File: src/rtl/mux_arb_pkg.sv
// Shared types for the two-input stream merger: source select encoding.
// Provides sel_t (1 bit) plus the SEL_I0 / SEL_I1 constants.
package mux_arb_pkg;

    typedef logic sel_t;

    localparam sel_t SEL_I0 = 1'b0;
    localparam sel_t SEL_I1 = 1'b1;

endpackage

File: src/rtl/rr_arb_2.sv
// Two-request arbiter; round-robin when MUX_2TO1_ARB_RR_EN, else i0 fixed.
// Ports: [clk, rst, take: RR build only], req0, req1, grant, grant_valid.
module rr_arb_2
    import mux_arb_pkg::*;
(
`ifdef MUX_2TO1_ARB_RR_EN
    input  logic clk,
    input  logic rst,
    input  logic take,
`endif
    input  logic req0,
    input  logic req1,
    output sel_t grant,
    output logic grant_valid
);

`ifdef MUX_2TO1_ARB_RR_EN
    sel_t prio;

    // After serving source k, the other source is preferred.
    always_ff @(posedge clk or posedge rst) begin
        if (rst) begin
            prio <= SEL_I0;
        end else if (take) begin
            prio <= ~grant;
        end
    end
`else
    localparam sel_t prio = SEL_I0;
`endif

    always_comb begin
        grant_valid = req0 | req1;
        grant       = SEL_I0;
        if (req0 && req1) begin
            grant = prio;
        end else if (req1) begin
            grant = SEL_I1;
        end
    end

endmodule

File: src/rtl/mux_2to1_arb.sv
// Two-source valid/ready merger with a one-entry registered output stage.
// Ports: clk, rst, i0/i1 (+valid/ready), o, o_valid, o_ready, o_sel.
// Round-robin arbitration is enabled by MUX_2TO1_ARB_RR_EN.
module mux_2to1_arb
    import mux_arb_pkg::*;
#(
    parameter int width = 16
) (
    input  logic             clk,
    input  logic             rst,
    input  logic [width-1:0] i0,
    input  logic             i0_valid,
    output logic             i0_ready,
    input  logic [width-1:0] i1,
    input  logic             i1_valid,
    output logic             i1_ready,
    output logic [width-1:0] o,
    output logic             o_valid,
    input  logic             o_ready,
    output sel_t             o_sel
);

    sel_t grant;
    logic grant_valid;
    logic free;
    logic take;

    // The stage can accept when empty or being drained this cycle.
    assign free = !o_valid || o_ready;
    assign take = free && grant_valid;

    assign i0_ready = take && (grant == SEL_I0);
    assign i1_ready = take && (grant == SEL_I1);

    rr_arb_2 u_arb (
`ifdef MUX_2TO1_ARB_RR_EN
        .clk         (clk),
        .rst         (rst),
        .take        (take),
`endif
        .req0        (i0_valid),
        .req1        (i1_valid),
        .grant       (grant),
        .grant_valid (grant_valid)
    );

    always_ff @(posedge clk or posedge rst) begin
        if (rst) begin
            o       <= '0;
            o_sel   <= SEL_I0;
            o_valid <= 1'b0;
        end else if (take) begin
            o       <= (grant == SEL_I1) ? i1 : i0;
            o_sel   <= grant;
            o_valid <= 1'b1;
        end else if (free) begin
            o_valid <= 1'b0;
        end
    end

endmodule

File: config.mk
export PLATFORM = sky130hd
export DESIGN_NAME = mux_2to1_arb
export DESIGN_NICKNAME = d
export VERILOG_FILES = /design/src/rtl/mux_arb_pkg.sv /design/src/rtl/rr_arb_2.sv /design/src/rtl/mux_2to1_arb.sv
export SDC_FILE = /design/constraint.sdc
export NUM_CORES = 1
export LEC_CHECK = 0
export CELL_PAD_IN_SITES_DETAIL_PLACEMENT = 0
export CELL_PAD_IN_SITES_GLOBAL_PLACEMENT = 1
export CORE_ASPECT_RATIO = 1.5
export CORE_MARGIN = 1
export CORE_UTILIZATION = 29
export CTS_BUF_LIST = sky130_fd_sc_hd__clkbuf_4 sky130_fd_sc_hd__clkbuf_8
export CTS_CLUSTER_DIAMETER = 30
export CTS_CLUSTER_SIZE = 14
export DETAILED_ROUTE_END_ITERATION = 8
export PLACE_DENSITY_LB_ADDON = 0.1
export REMOVE_ABC_BUFFERS = 1
export SYNTH_ARGS = -nofsm -noshare
export SYNTH_HDL_FRONTEND = slang
export SYNTH_SLANG_ARGS = --single-unit
File: constraint.sdc
create_clock -name clk -period 1.6 [get_ports clk]
set_input_delay 0.24 -clock clk [delete_from_list [all_inputs] [get_ports clk]]
set_output_delay 0.24 -clock clk [all_outputs]
set_load 0.05 [all_outputs]
# ---- Word level (Yosys, flattened, before mapping)
# Index checks and enable logic that the tools add are counted.
# W data, S select, Z words.
dict set report totals {
  word_cells 17
  ff_bits 18
  output_inout_bits 20
}
dict set report op_classes {
  n_mux 5
  bitwise_logic 2
  reduce_logical 7
}
# cell count
set op_table {}
lappend op_table {{$mux W16} 1}
lappend op_table {{$logic_and A1 B1 Y1} 4}
lappend op_table {{$mux W1} 4}
lappend op_table {{$reduce_bool A2 Y1} 1}
lappend op_table {{$logic_not A1 Y1} 1}
lappend op_table {{$logic_or A1 B1 Y1} 1}
lappend op_table {{$not A1 Y1} 1}
lappend op_table {{$or A1 B1 Y1} 1}

# ---- Logic depth before layout (Yosys ltp)
# Gate-level depths: netlist of the first run.
dict set report logic_depth {
  word_depth 4
  mapped_depth 4
  mapped_depth_nobuf 3
}

# ---- Hierarchy
# A second synthesis of the first run with hierarchy kept.
dict set report hier_totals {
  cells_unflattened 85
  hier_area_um2 937.1
}
# module cells_per_inst seq_area_each_um2 area_per_inst_um2 n_inst
set by_module_without_submodules {}
lappend by_module_without_submodules {mux_2to1_arb 83 450.4 924.6 1}
lappend by_module_without_submodules {rr_arb_2 2 0.0 12.5 1}

# ---- Worst setup path after synthesis of the first run
# No wires, ideal clock.
dict set report synth_path {
  path_kind {register to output}
  from {register o_valid}
  to {output i1_ready}
  t_required_ps 1360
  slack_ps -609
  n_path_buf 0
  path_stages_with_launch 3
  arrival_time_ps 1969
  path_cell_list {dfrtp_1 nor2b_2 nor3b_1}
}
dict set report synth_between {
  elab_chain_cells 4
}
# element line_no
set synth_lines {}
lappend synth_lines {{start: declaration} mux_2to1_arb.sv:18} ;# output logic o_valid,
lappend synth_lines {{start signal: assignment} mux_2to1_arb.sv:51} ;# o_valid <= 1'b0;
lappend synth_lines {{start signal: assignment} mux_2to1_arb.sv:55} ;# o_valid <= 1'b1;
lappend synth_lines {{start signal: assignment} mux_2to1_arb.sv:57} ;# o_valid <= 1'b0;
lappend synth_lines {{$logic_not A1 Y1} mux_2to1_arb.sv:29} ;# assign free = !o_valid || o_ready;
lappend synth_lines {{$logic_or A1 B1 Y1} mux_2to1_arb.sv:29}
lappend synth_lines {{$logic_and A1 B1 Y1} mux_2to1_arb.sv:30} ;# assign take = free && grant_valid;
lappend synth_lines {{$logic_and A1 B1 Y1} mux_2to1_arb.sv:33} ;# assign i1_ready = take && (grant == SEL_I1);
lappend synth_lines {{end: declaration} mux_2to1_arb.sv:16} ;# output logic i1_ready,
# No other way between the ends.

# ---- Worst setup path after layout of the first run
# Same ends and word-level chain as after synthesis.

==> qor.txt, run 1 <==
Adder-Cell Fraction of Synth Area - 0%
pin count of the biggest net entering global routing - 19
FMAX - 664 MHz
mux share of post-synthesis cell area - 42.5%
root buf cell - clkbuf_8
CTS max path bufs - 2
post-route insts no fill - 164
maximum vdd ir drop - 0.597 mV
period utilization - 94.2%
CTS tree - built
Relative slew margins - 84.7%
# diodes - 0
worst-path fanout max - 3
die width - 49.2 um
GP Congestion - 0.648
Setup Crit Path Kind - register to output port
placed cell area - 1580 um2
status - completed
Die ar. - 3590 um2
count of different cell masters after synthesis - 15
Initial Util - 30.7%
finished layout cell area - 1620 um2
Layout area overhead - 66.5%
Critical Path AT - 1.27 ns
Overflow after GRT - 0
DRC - 0
Initial DRC Count - 4
final worst slack - 0.0933 ns
Resize count post-CTS - 1
first-pass iteration count of the detailed router - 3
Antenna Nets Post-Route - 0
layout net count - 163
Layout Skew - 0.00131 ns
Synth Warn # - 0
Max Slew Vio Count - 0
area of the core - 3160 um2
Total GRT Usage - 13.5%
WP data required - 1.36 ns
fillers - 290
first-pass GRT wire length - 3670 um
Mean Syn Cell Area - 15.4 um2
Detail Placement HPWL - 1710 um
drt via density - 4.45
Place WS - -0.134 ns
Clk pin slew, worst setup/hold paths - 0.06 ns
chip height - 72.9 um
startpoint types - register
RSZ-0062 raised after global routing - false
worst hold path class - input pin to asynchronous set/reset pin
Compound-Gate Fraction of Synth Area - 0.515%
critical path endpoint category - output port
WL/cell - 13.4 um
post-synthesis sequential area ratio - 46.4%
Tmin final - 1.51 ns
CTS buffer count - 3
Final Util - 51.2%
drt total wl - 2200 um
Clock Sinks - 18
layout cells sized above 1 - 50.8%
Pleak - 0.000721 uW
Least-Margin Pin Slew - 0.230 ns
P per Cell Area - 964 nW/um2
Cell Rows - 25
H-tree levels - 1
PortBufs - 56
Post-Synth XOR/XNOR Area - 0%
largest family of logic cells by synthesized area - multiplexers
Mapped Cells - 63
Setup TNS Final - 0 ns
initial antenna violation count - 0
Synth Cell Area - 971 um2
io pins - 57
Finish-stage setup viols - 0
total number of vias - 730
worst skew pair latency - 0.24 ns
post-synthesis register bit count - 18
Max-cap violations - 0
Placed Instances - 161
r2r setup slk - 0.26 ns
final hold vios - 0
number of global-route vias before repair - 805
Synth Area in Simple Gates - 5.80%
CTS Hold Bufs - 0
Post-CTS Setup Inserts - 0
## cells in the final DEF, fill, tap and decap left out
| cell type | synthesis | routed |
|---|---|---|
| clkdlybuf4s50_1 | 0 | 35 |
| buf_4 | 0 | 21 |
| dfrtp_1 | 18 | 18 |
| mux2_2 | 17 | 17 |
| mux2_4 | 14 | 14 |
| buf_12 | 1 | 4 |
| clkbuf_8 | 0 | 3 |
| nor2_1 | 2 | 2 |
| nor2b_2 | 1 | 1 |
| or3_2 | 1 | 1 |
| nor2_4 | 1 | 1 |
| mux2_1 | 1 | 1 |
| nand2b_1 | 1 | 1 |
| and2_2 | 1 | 1 |
| nor3b_1 | 1 | 1 |
| inv_1 | 1 | 1 |
| a21oi_1 | 1 | 1 |
| dlygate4sd2_1 | 0 | 1 |
## layer usage
layer | part of all wire [%] | global-route usage [%]
met1 | 38 | 14.5
met2 | 56 | 25.7
met3 | 5.2 | 2.08
met4 | 0.96 | 5.88
met5 | 0 | 0
## stage by stage
stage                     power, uW  hold slack, ns
after detailed placement       1270           0.479
final                          1560           0.304
after global placement         1270           0.477
after global routing           1640           0.349
after floorplan                 992           0.179
after CTS                      1590           0.317
## cell families (layout without fill, tap and decap cells)
group | count (synthesis) | in the layout
simple gates | 8 | 8
buf+inv | 4 | 65
mux | 32 | 32
compound gates | 1 | 1
flops | 18 | 18
## cell type report
| cell class | instances | area (um2) | share of cell area (%) |
|---|---|---|---|
| multi-input combinational | 41 | 474 | 29.3 |
| sequential | 18 | 450 | 27.9 |
| tap | 40 | 50.0 | 3.10 |
| inverter | 1 | 3.75 | 0.232 |
| timing repair buffer | 61 | 597 | 36.9 |
| clock buffer | 3 | 41.3 | 2.55 |
## final timing paths
kind                       cells past startpoint                start                end
setup reg to reg                               4  o_valid$_DFFE_PP0P_   o[8]$_DFFE_PP0P_
min in group clk                               1     o[2]$_DFFE_PP0P_   o[2]$_DFFE_PP0P_
hold / removal                                 3                  rst  o[14]$_DFFE_PP0P_
max in group asynchronous                      3                  rst   o[2]$_DFFE_PP0P_
hold reg to reg                                1     o[2]$_DFFE_PP0P_   o[2]$_DFFE_PP0P_
setup / recovery                               4  o_valid$_DFFE_PP0P_           i1_ready
## cells in the mapped netlist (all sizes together)
cell type  instances  area [um2]
buf                3        42.5
a21oi              1        5.00
and2               1        7.51
mux2              32         413
nor2               3        18.8
inv                1        3.75
nand2b             1        6.26
nor3b              1        7.51
dfrtp             18         450
or3                1        7.51
nor2b              1        8.76
## registers in the layout, summed over array words and instances, names as in the netlist
signal,flops
o_valid,1
o,16
o_sel,1
## where the power goes
part | switching [uW] | internal [uW] | leakage, uW
Clock | 135 | 167 | 0.0000216
Combinational | 381 | 312 | 0.000491
Sequential | 37.7 | 527 | 0.000209
## worst max-delay path: stages (launching register included)
cell	delay, ns
dfrtp_1	0.39
nor2b_2	0.19
nor3b_1	0.18
buf_4	0.15
buf_12	0.12
No activity file was read; power rests on OpenSTA's default activity.
==> run 2: changes to the inputs <==
--- a/config.mk
+++ b/config.mk
@@ -19,3 +19,4 @@
 export SYNTH_ARGS = -nofsm -noshare
 export SYNTH_HDL_FRONTEND = slang
 export SYNTH_SLANG_ARGS = --single-unit
+export TNS_END_PERCENT = 100
==> results of run 2 <==
No change in the layout: final DEF, timing and power equal those of run 1.
==> run 3: changes to the inputs <==
--- a/config.mk
+++ b/config.mk
@@ -11,7 +11,7 @@
 export CORE_MARGIN = 1
 export CORE_UTILIZATION = 29
 export CTS_BUF_LIST = sky130_fd_sc_hd__clkbuf_4 sky130_fd_sc_hd__clkbuf_8
-export CTS_CLUSTER_DIAMETER = 30
+export CTS_CLUSTER_DIAMETER = 100
 export CTS_CLUSTER_SIZE = 14
 export DETAILED_ROUTE_END_ITERATION = 8
 export PLACE_DENSITY_LB_ADDON = 0.1
==> results of run 3 <==
No change in the layout: final DEF, timing and power equal those of run 1.
